==> src/rtl/cmp_arb.sv <==
// rtl/cmp_arb.sv - round-robin arbiter sharing one signed comparator among N requesters
// Grants one valid requester per cycle and registers eq/gt/lt plus its id into a 1-entry output stage.
module cmp_arb #(
  parameter  int N   = 4,
  parameter  int W   = 32,
  localparam int IDW = (N > 1) ? $clog2(N) : 1
) (
  input  logic             clk,
  input  logic             arst,
  input  logic [N-1:0]     i_req_vld,
  input  logic [N*W-1:0]   i_req_a,
  input  logic [N*W-1:0]   i_req_b,
  output logic [N-1:0]     o_req_rdy,
  output logic             o_rsp_vld,
  output logic [IDW-1:0]   o_rsp_id,
  output logic             o_rsp_eq,
  output logic             o_rsp_gt,
  output logic             o_rsp_lt,
  input  logic             i_rsp_rdy
);

  typedef enum logic {EMPTY = 1'b0, FULL = 1'b1} state_t;

  localparam logic [IDW:0] N_W = (IDW+1)'(N);

  state_t         state, state_nxt;
  logic [IDW-1:0] ptr;
  logic [IDW-1:0] ptr_nxt;
  logic [2*N-1:0] vld_dbl;
  logic [N-1:0]   vld_rot;
  logic           found;
  logic [IDW:0]   off;
  logic [IDW:0]   sum;
  logic [IDW:0]   inc;
  logic [IDW-1:0] gnt;
  logic           accept_ok;
  logic           accept;
  logic [W-1:0]   a_sel;
  logic [W-1:0]   b_sel;
  logic           eq_nxt;
  logic           gt_nxt;
  logic           lt_nxt;

  // Rotate the request vector so bit 0 is the requester at ptr; the first set bit is the winner.
  assign vld_dbl = {i_req_vld, i_req_vld} >> ptr;
  assign vld_rot = vld_dbl[N-1:0];

  always_comb begin
    found = 1'b0;
    off   = '0;
    for (int j = 0; j < N; j++) begin
      if (!found && vld_rot[j]) begin
        found = 1'b1;
        off   = (IDW+1)'(j);
      end
    end
    sum = {1'b0, ptr} + off;
    if (sum >= N_W) begin
      sum = sum - N_W;
    end
    gnt = sum[IDW-1:0];
    inc = {1'b0, gnt} + (IDW+1)'(1);
    if (inc == N_W) begin
      inc = '0;
    end
    ptr_nxt = inc[IDW-1:0];
  end

  assign accept_ok = (state == EMPTY) | i_rsp_rdy;
  assign accept    = found & accept_ok & ~arst;
  assign o_req_rdy = accept ? (N'(1) << gnt) : '0;

  always_comb begin
    a_sel = '0;
    b_sel = '0;
    for (int k = 0; k < N; k++) begin
      if (gnt == IDW'(k)) begin
        a_sel = i_req_a[k*W +: W];
        b_sel = i_req_b[k*W +: W];
      end
    end
    eq_nxt = (a_sel == b_sel);
    gt_nxt = ($signed(a_sel) > $signed(b_sel));
    lt_nxt = ~eq_nxt & ~gt_nxt;
  end

  always_comb begin
    state_nxt = state;
    if (accept) begin
      state_nxt = FULL;
    end else if ((state == FULL) && i_rsp_rdy) begin
      state_nxt = EMPTY;
    end
  end

  always_ff @(posedge clk or posedge arst) begin
    if (arst) begin
      state <= EMPTY;
    end else begin
      state <= state_nxt;
    end
  end

  // Id, flags and ptr move only on an accept; an idle or stalled cycle leaves priority untouched.
  always_ff @(posedge clk or posedge arst) begin
    if (arst) begin
      ptr      <= '0;
      o_rsp_id <= '0;
      o_rsp_eq <= 1'b0;
      o_rsp_gt <= 1'b0;
      o_rsp_lt <= 1'b0;
    end else if (accept) begin
      ptr      <= ptr_nxt;
      o_rsp_id <= gnt;
      o_rsp_eq <= eq_nxt;
      o_rsp_gt <= gt_nxt;
      o_rsp_lt <= lt_nxt;
    end
  end

  assign o_rsp_vld = (state == FULL);

  a_rdy_onehot0: assert property (@(posedge clk) disable iff (arst) $onehot0(o_req_rdy));

  a_rsp_stable: assert property (@(posedge clk) disable iff (arst)
    (o_rsp_vld && !i_rsp_rdy) |=> (o_rsp_vld && $stable(o_rsp_id) && $stable(o_rsp_eq)
                                   && $stable(o_rsp_gt) && $stable(o_rsp_lt)));

  a_flags_onehot: assert property (@(posedge clk) disable iff (arst)
    o_rsp_vld |-> $onehot({o_rsp_eq, o_rsp_gt, o_rsp_lt}));

endmodule
==> config.mk <==
export PLATFORM = sky130hd
export DESIGN_NAME = cmp_arb
export DESIGN_NICKNAME = d
export VERILOG_FILES = /design/src/rtl/cmp_arb.sv
export SDC_FILE = /design/constraint.sdc
export NUM_CORES = 1
export LEC_CHECK = 0
export ABC_AREA = 1
export CORE_MARGIN = 5
export CORE_UTILIZATION = 33
export CTS_BUF_LIST = sky130_fd_sc_hd__clkbuf_8
export CTS_CLUSTER_SIZE = 14
export DETAILED_ROUTE_END_ITERATION = 10
export PLACE_DENSITY_LB_ADDON = 0.2
export SLEW_MARGIN = 15
export SYNTH_ARGS = -nofsm -noshare
export SYNTH_HDL_FRONTEND = slang
export SYNTH_SLANG_ARGS = --single-unit
==> constraint.sdc <==
create_clock -name clk -period 4.59 [get_ports clk]
set_input_delay 0.6885 -clock clk [delete_from_list [all_inputs] [get_ports clk]]
set_output_delay 0.6885 -clock clk [all_outputs]
set_load 0.1 [all_outputs]
## After elaboration in Yosys (flattened, before gate mapping)

Index checks and enable logic that the tools add are counted.

- Logic and storage cells: 55
- Output and inout port bits: 10
- Flip-flop bits (word level): 8
- Input port bits: 263

- Shifts and indexed selects: 2
- Bitwise gates (word level): 8
- Add/sub/neg operators: 3
- $lt $le $gt $ge: 2
- Reduce and logical (&&, ||, !) cells: 9
- Multiplexer cells: 20
- Equal/unequal tests: 5

Operators by type and width:

| cell | number |
|---|---|
| $mux 32 | 8 |
| $eq 32x32->1 | 1 |
| $gt 32x32->1 | 1 |
| $shr 8x2->4 | 1 |
| $mux 1 | 7 |
| $mux 2 | 3 |
| $eq 2x2->1 const B | 2 |
| $logic_and 1x1->1 | 4 |
| $mux 4 | 1 |
| $not 1->1 | 4 |
| $shl 1x2->4 const A | 1 |
| $add 2x1->3 const B | 1 |
| $add 2x3->3 | 1 |
| $and 1x1->1 | 3 |
| $eq 3x3->1 const B | 1 |
| $ge 3x3->1 const B | 1 |
| $logic_not 1->1 | 3 |
| $mux 3 | 1 |
| $eq 2x1->1 const B | 1 |
| $logic_not 2->1 | 1 |
| $reduce_bool 2->1 | 1 |
| $sub 2x1->2 const B | 1 |
| $or 1x1->1 | 1 |

## Logic depth before layout (Yosys ltp)

- Depth in word-level cells: 22
- Gate-level depth with buffers: 31

## Worst setup path after synthesis

No wires, ideal clock.

- Path kind: input to output
- Start: in i_req_vld[1]
- End: out o_req_rdy[3]
- Path buffers: 2
- Cell stages on the path: 13
- Slack: 323 ps
- Data required time: 3,902 ps
- Data arrival time: 3,578 ps
- Path through: nand2_1 nand3_1 nand2_2 nand3_1 a21boi_0 ha_1 xnor2_1 xor2_2 ha_1 inv_2 clkbuf_1 clkbuf_1 nor2_1

- Cells in the longest elaborated chain, start to end: 16
- Elaborated cells on any way between the ends: 22
- Classes of those cells: add/sub: 2; order compare: 1; shift: 2; mux: 9; bitwise: 2; reduce/logical: 6

Ends and longest elaborated chain:

| item | line | RTL |
|---|---|---|
| start, declared | 10 | `input logic [N-1:0] i_req_vld,` |
| $shr 8x2->4 * | 45 | `assign vld_dbl = {i_req_vld, i_req_vld} >> ptr;` |
| $mux 1 | 52 | `if (!found && vld_rot[j]) begin` |
| $logic_not 1->1 | 52 |  |
| $logic_and 1x1->1 | 52 |  |
| $mux 1 | 52 |  |
| $logic_not 1->1 | 52 |  |
| $logic_and 1x1->1 | 52 |  |
| $mux 1 | 52 |  |
| $logic_not 1->1 | 52 |  |
| $logic_and 1x1->1 | 52 |  |
| $mux 3 * | 52 |  |
| $add 2x3->3 * | 57 | `sum = {1'b0, ptr} + off;` |
| $ge 3x3->1 or $sub 2x1->2 (tied branches) | 58, 59 |  |
| $mux 2 * | 58 | `if (sum >= N_W) begin` |
| net sum[1] | 33 | `logic [IDW:0] sum;` |
| $shl 1x2->4 * | 71 | `assign o_req_rdy = accept ? (N'(1) << gnt) : '0;` |
| $mux 4 * | 71 |  |
| end, declared | 13 | `output logic [N-1:0] o_req_rdy,` |

Mark *: on every way through the listed nets, which the timed path passes. The rest lies on a longest branch.

## Worst setup path after layout

- Start: in i_req_vld[1]
- End: reg o_rsp_gt

- Cells in the longest elaborated chain, start to end: 20
- Elaborated cells on any way between the ends: 33
- Classes of those cells: add/sub: 2; order compare: 2; eq/ne: 3; shift: 1; mux: 16; bitwise: 2; reduce/logical: 7

Ends and longest elaborated chain:

| item | line | RTL |
|---|---|---|
| $shr 8x2->4 * | 45 |  |
| $mux 1 | 52 |  |
| $logic_not 1->1 | 52 |  |
| $logic_and 1x1->1 | 52 |  |
| $mux 1 | 52 |  |
| $logic_not 1->1 | 52 |  |
| $logic_and 1x1->1 | 52 |  |
| $mux 1 | 52 |  |
| (+2 left out) | n/a |  |
| $mux 3 * | 52 |  |
| $add 2x3->3 * | 57 |  |
| $ge 3x3->1 or $sub 2x1->2 (tied branches) | 58, 59 |  |
| $mux 2 * | 58 |  |
| net sum[1] | 33 |  |
| $logic_not 2->1 | 77 | `if (gnt == IDW'(k)) begin` |
| $mux 32 (4 in series) | 77 |  |
| $gt 32x32->1 * | 83 | `gt_nxt = ($signed(a_sel) > $signed(b_sel));` |
| end signal, assigned | 116 | `o_rsp_gt <= gt_nxt;` |
| end, declared | 17 | `output logic o_rsp_gt,` |

Marked as above.
A chain may end at the register's enable or synchronous reset.

==> flow_summary.ini <==
[synthesis]
synth_seq_area_share = 0.06472
synth_seq_cells = 8
async_flop_share = 1.000
yosys-top-cells-area = ha_1 15%, nand2_1 12%, o21ai_0 12%
ys_types = 30
synth-warning-count = 0
syn_avg_cell_area_um2 = 5.914
synth-edff-count = 0
synth_top_area_share = 0.1497
yosysMostFrequentCell = nand2_1
syn_nets = 823
synthDominantAreaCellType = ha_1
ys.flop_type = dfrtp_1
syn_area_um2 = 3093
syn_inst = 523
synth_common_cells = 99 x nand2_1, 74 x o21ai_0, 60 x a21oi_1

[placed_design]
detailed_place_hpwl_um = 13180
placed_cell_area_um2 = 6073
dp_cells = 884
place_ws_ns = -0.1527
portBuffers = 272
gp_congestion = 0.9152

[finish]
drive_gt1_frac = 0.1229
stdcell_area_um2 = 6431
insertedDiodeCount = 0
multiInputGateArea_um2 = 2833
layout.cells.non_filler = 892
fill_cells = 781
final_nets = 1083
register_area_um2 = 200.2
area_growth_pct = 107.9

[timing]
fin_crit_sh = 0.9400
slew_violations = 0
fin_worst_skew_ns = 0.004389
hold_viol = 0
post-route-worst-setup-slack_ns = 0.2753
slew_headroom = 0.3303
setup_viol = 0
worstMarginPinSlew_ns = 1.001
fmax_mhz = 231.8
fin_crit_ns = 4.315

[run]
drv_cap = 0

[die]
rows = 35
die_w_um = 106.8
core_um2 = 9196
initial_core_util = 0.3363
io_pins = 273
die_h_um = 106.8
die_area_um2 = 11410

[clock_tree]
cts_tree = yes
cts_buffer_depth = 2
postCtsHoldBufs = 0
clock_latency_ns = 0.23
htree_levels = 1
numClockSinks = 8
clk_pin_slew_worst_paths_ns = 0.04
clockRootBuffer = clkbuf_8
cts_inserted_buffers = 3

[worst_setup_path]
worstPathMaxFanout = 11
start_kind = input port
worst-endpoint-required_ns = 4.70
crit_path_end_kind = flip-flop
crit_type = input port to flip-flop
critPathArrivalTime_ns = 4.43

[global_routing]
grt_overflow_total = 0
grt_usage = 0.2577
antenna_found_initial = 0
first_global_vias = 4574
grt_pass1_wl_um = 23740
grt_max_degree = 55

[routing]
drt_iter0_markers = 263
postRouteAntennaNets = 0
num_vias = 4804
wl_per_cell_um = 18.57
routed_wl_um = 16560
dr.pass1.iters = 5
vias_per_cell = 5.386
route.detailed.drc = 0

[worst_hold_path]
hold_class = flip-flop to flip-flop

[run_status]
status = complete, no violations
-- metrics by stage --
step                hold slack [ns]  utilization  setup TNS, ns
finish                       0.4849       0.6993              0
global route                 0.5069       0.6993      -0.006405
CTS                          0.4896       0.6649              0
detailed placement           0.4751       0.6604        -0.2882
global placement             0.4726       0.6604       -0.04321
floorplan                    0.5342            -              0
-- metal layers --
| metal | global-route usage | up-vias | part of all wire |
|---|---|---|---|
| met2 | 0.4568 | 195 | 0.51 |
| met3 | 0.04696 | 27 | 0.079 |
| met5 | 0 | - | 0 |
| met4 | 0.05479 | 0 | 0.023 |
| li1 | - | 2406 | - |
| met1 | 0.3246 | 2176 | 0.39 |
-- state kept, by name (all words and copies together) (netlist names) --
register	flops
o_rsp_eq	1
o_rsp_id	2
o_rsp_gt	1
o_rsp_lt	1
ptr	2
o_rsp_vld	1
-- placed cells by master (no fill, tap or decap), drive strengths merged --
cell type        n
a21boi           1
a21o             4
a21oi           61
a221oi          16
a22oi           48
buf             26
clkbuf           5
clkdlybuf4s50  268
dfrtp            8
ha              37
inv             34
nand2          103
nand3           13
nand4            6
nor2            50
nor3             1
o21a             1
o21ai           81
o31ai           16
xnor2            1
xor2             1
-- cell type report --
type,count,share of cell area
tap,111,0.02160
sequential,8,0.03113
timing repair buffer,296,0.4805
clock buffer,3,0.006420
inverter,34,0.01984
multi-input combinational,440,0.4405
-- timing repair --
action                                  CTS  global route
setup buffers                             0             3
endpoints found under the setup margin    0             3
endpoints found under the hold margin     0             0
gates resized for setup                   0            56
-- cells by family after synthesis --
kind of cell,count (synthesis),share of synthesized area
AOI/OAI and AO/OA,228,0.4474
and+or+nand+nor,173,0.2318
buffers and inverters,75,0.09830
adders and majority gates,37,0.1497
DFF,8,0.06472
xor gates and xnor gates,2,0.008093
-- final timing paths --
check | startpoint | to | slack, ns | cells after the start
min reg2reg | o_rsp_id[1]$_DFFE_PP0P_ | o_rsp_id[1]$_DFFE_PP0P_ | 0.48 | 2
min in group asynchronous | arst | o_rsp_id[0]$_DFFE_PP0P_ | 0.74 | 2
max | i_req_vld[1] | o_rsp_gt$_DFFE_PP0P_ | 0.28 | 28
max in group asynchronous | arst | o_rsp_gt$_DFFE_PP0P_ | 3.56 | 2
min | o_rsp_id[1]$_DFFE_PP0P_ | o_rsp_id[1]$_DFFE_PP0P_ | 0.48 | 2
max reg2reg | ptr[0]$_DFFE_PP0P_ | o_rsp_gt$_DFFE_PP0P_ | 0.59 | 28
-- worst max-delay path, cell delays in order --
cell	delay (ns)
clkdlybuf4s50_1	0.42
nand2_1	0.09
nand3_1	0.10
nand2_2	0.11
nand3_1	0.07
a21boi_1	0.15
ha_2	0.20
xnor2_2	0.13
xor2_2	0.19
inv_2	0.07
ha_1	0.20
inv_2	0.08
nor2_4	0.05
buf_12	0.14
buf_12	0.14
a221oi_4	0.22
o31ai_2	0.11
buf_4	0.16
ha_4	0.26
nand4_1	0.10
nor2_2	0.18
nand2_2	0.10
nor2_2	0.12
nand2_2	0.07
nand2_1	0.08
o21ai_1	0.06
nand3_1	0.06
nand2_1	0.06
Power is left out: the tool's default activity adds up to more than one toggle a clock period on the data nets, which glitch-free logic cannot reach.
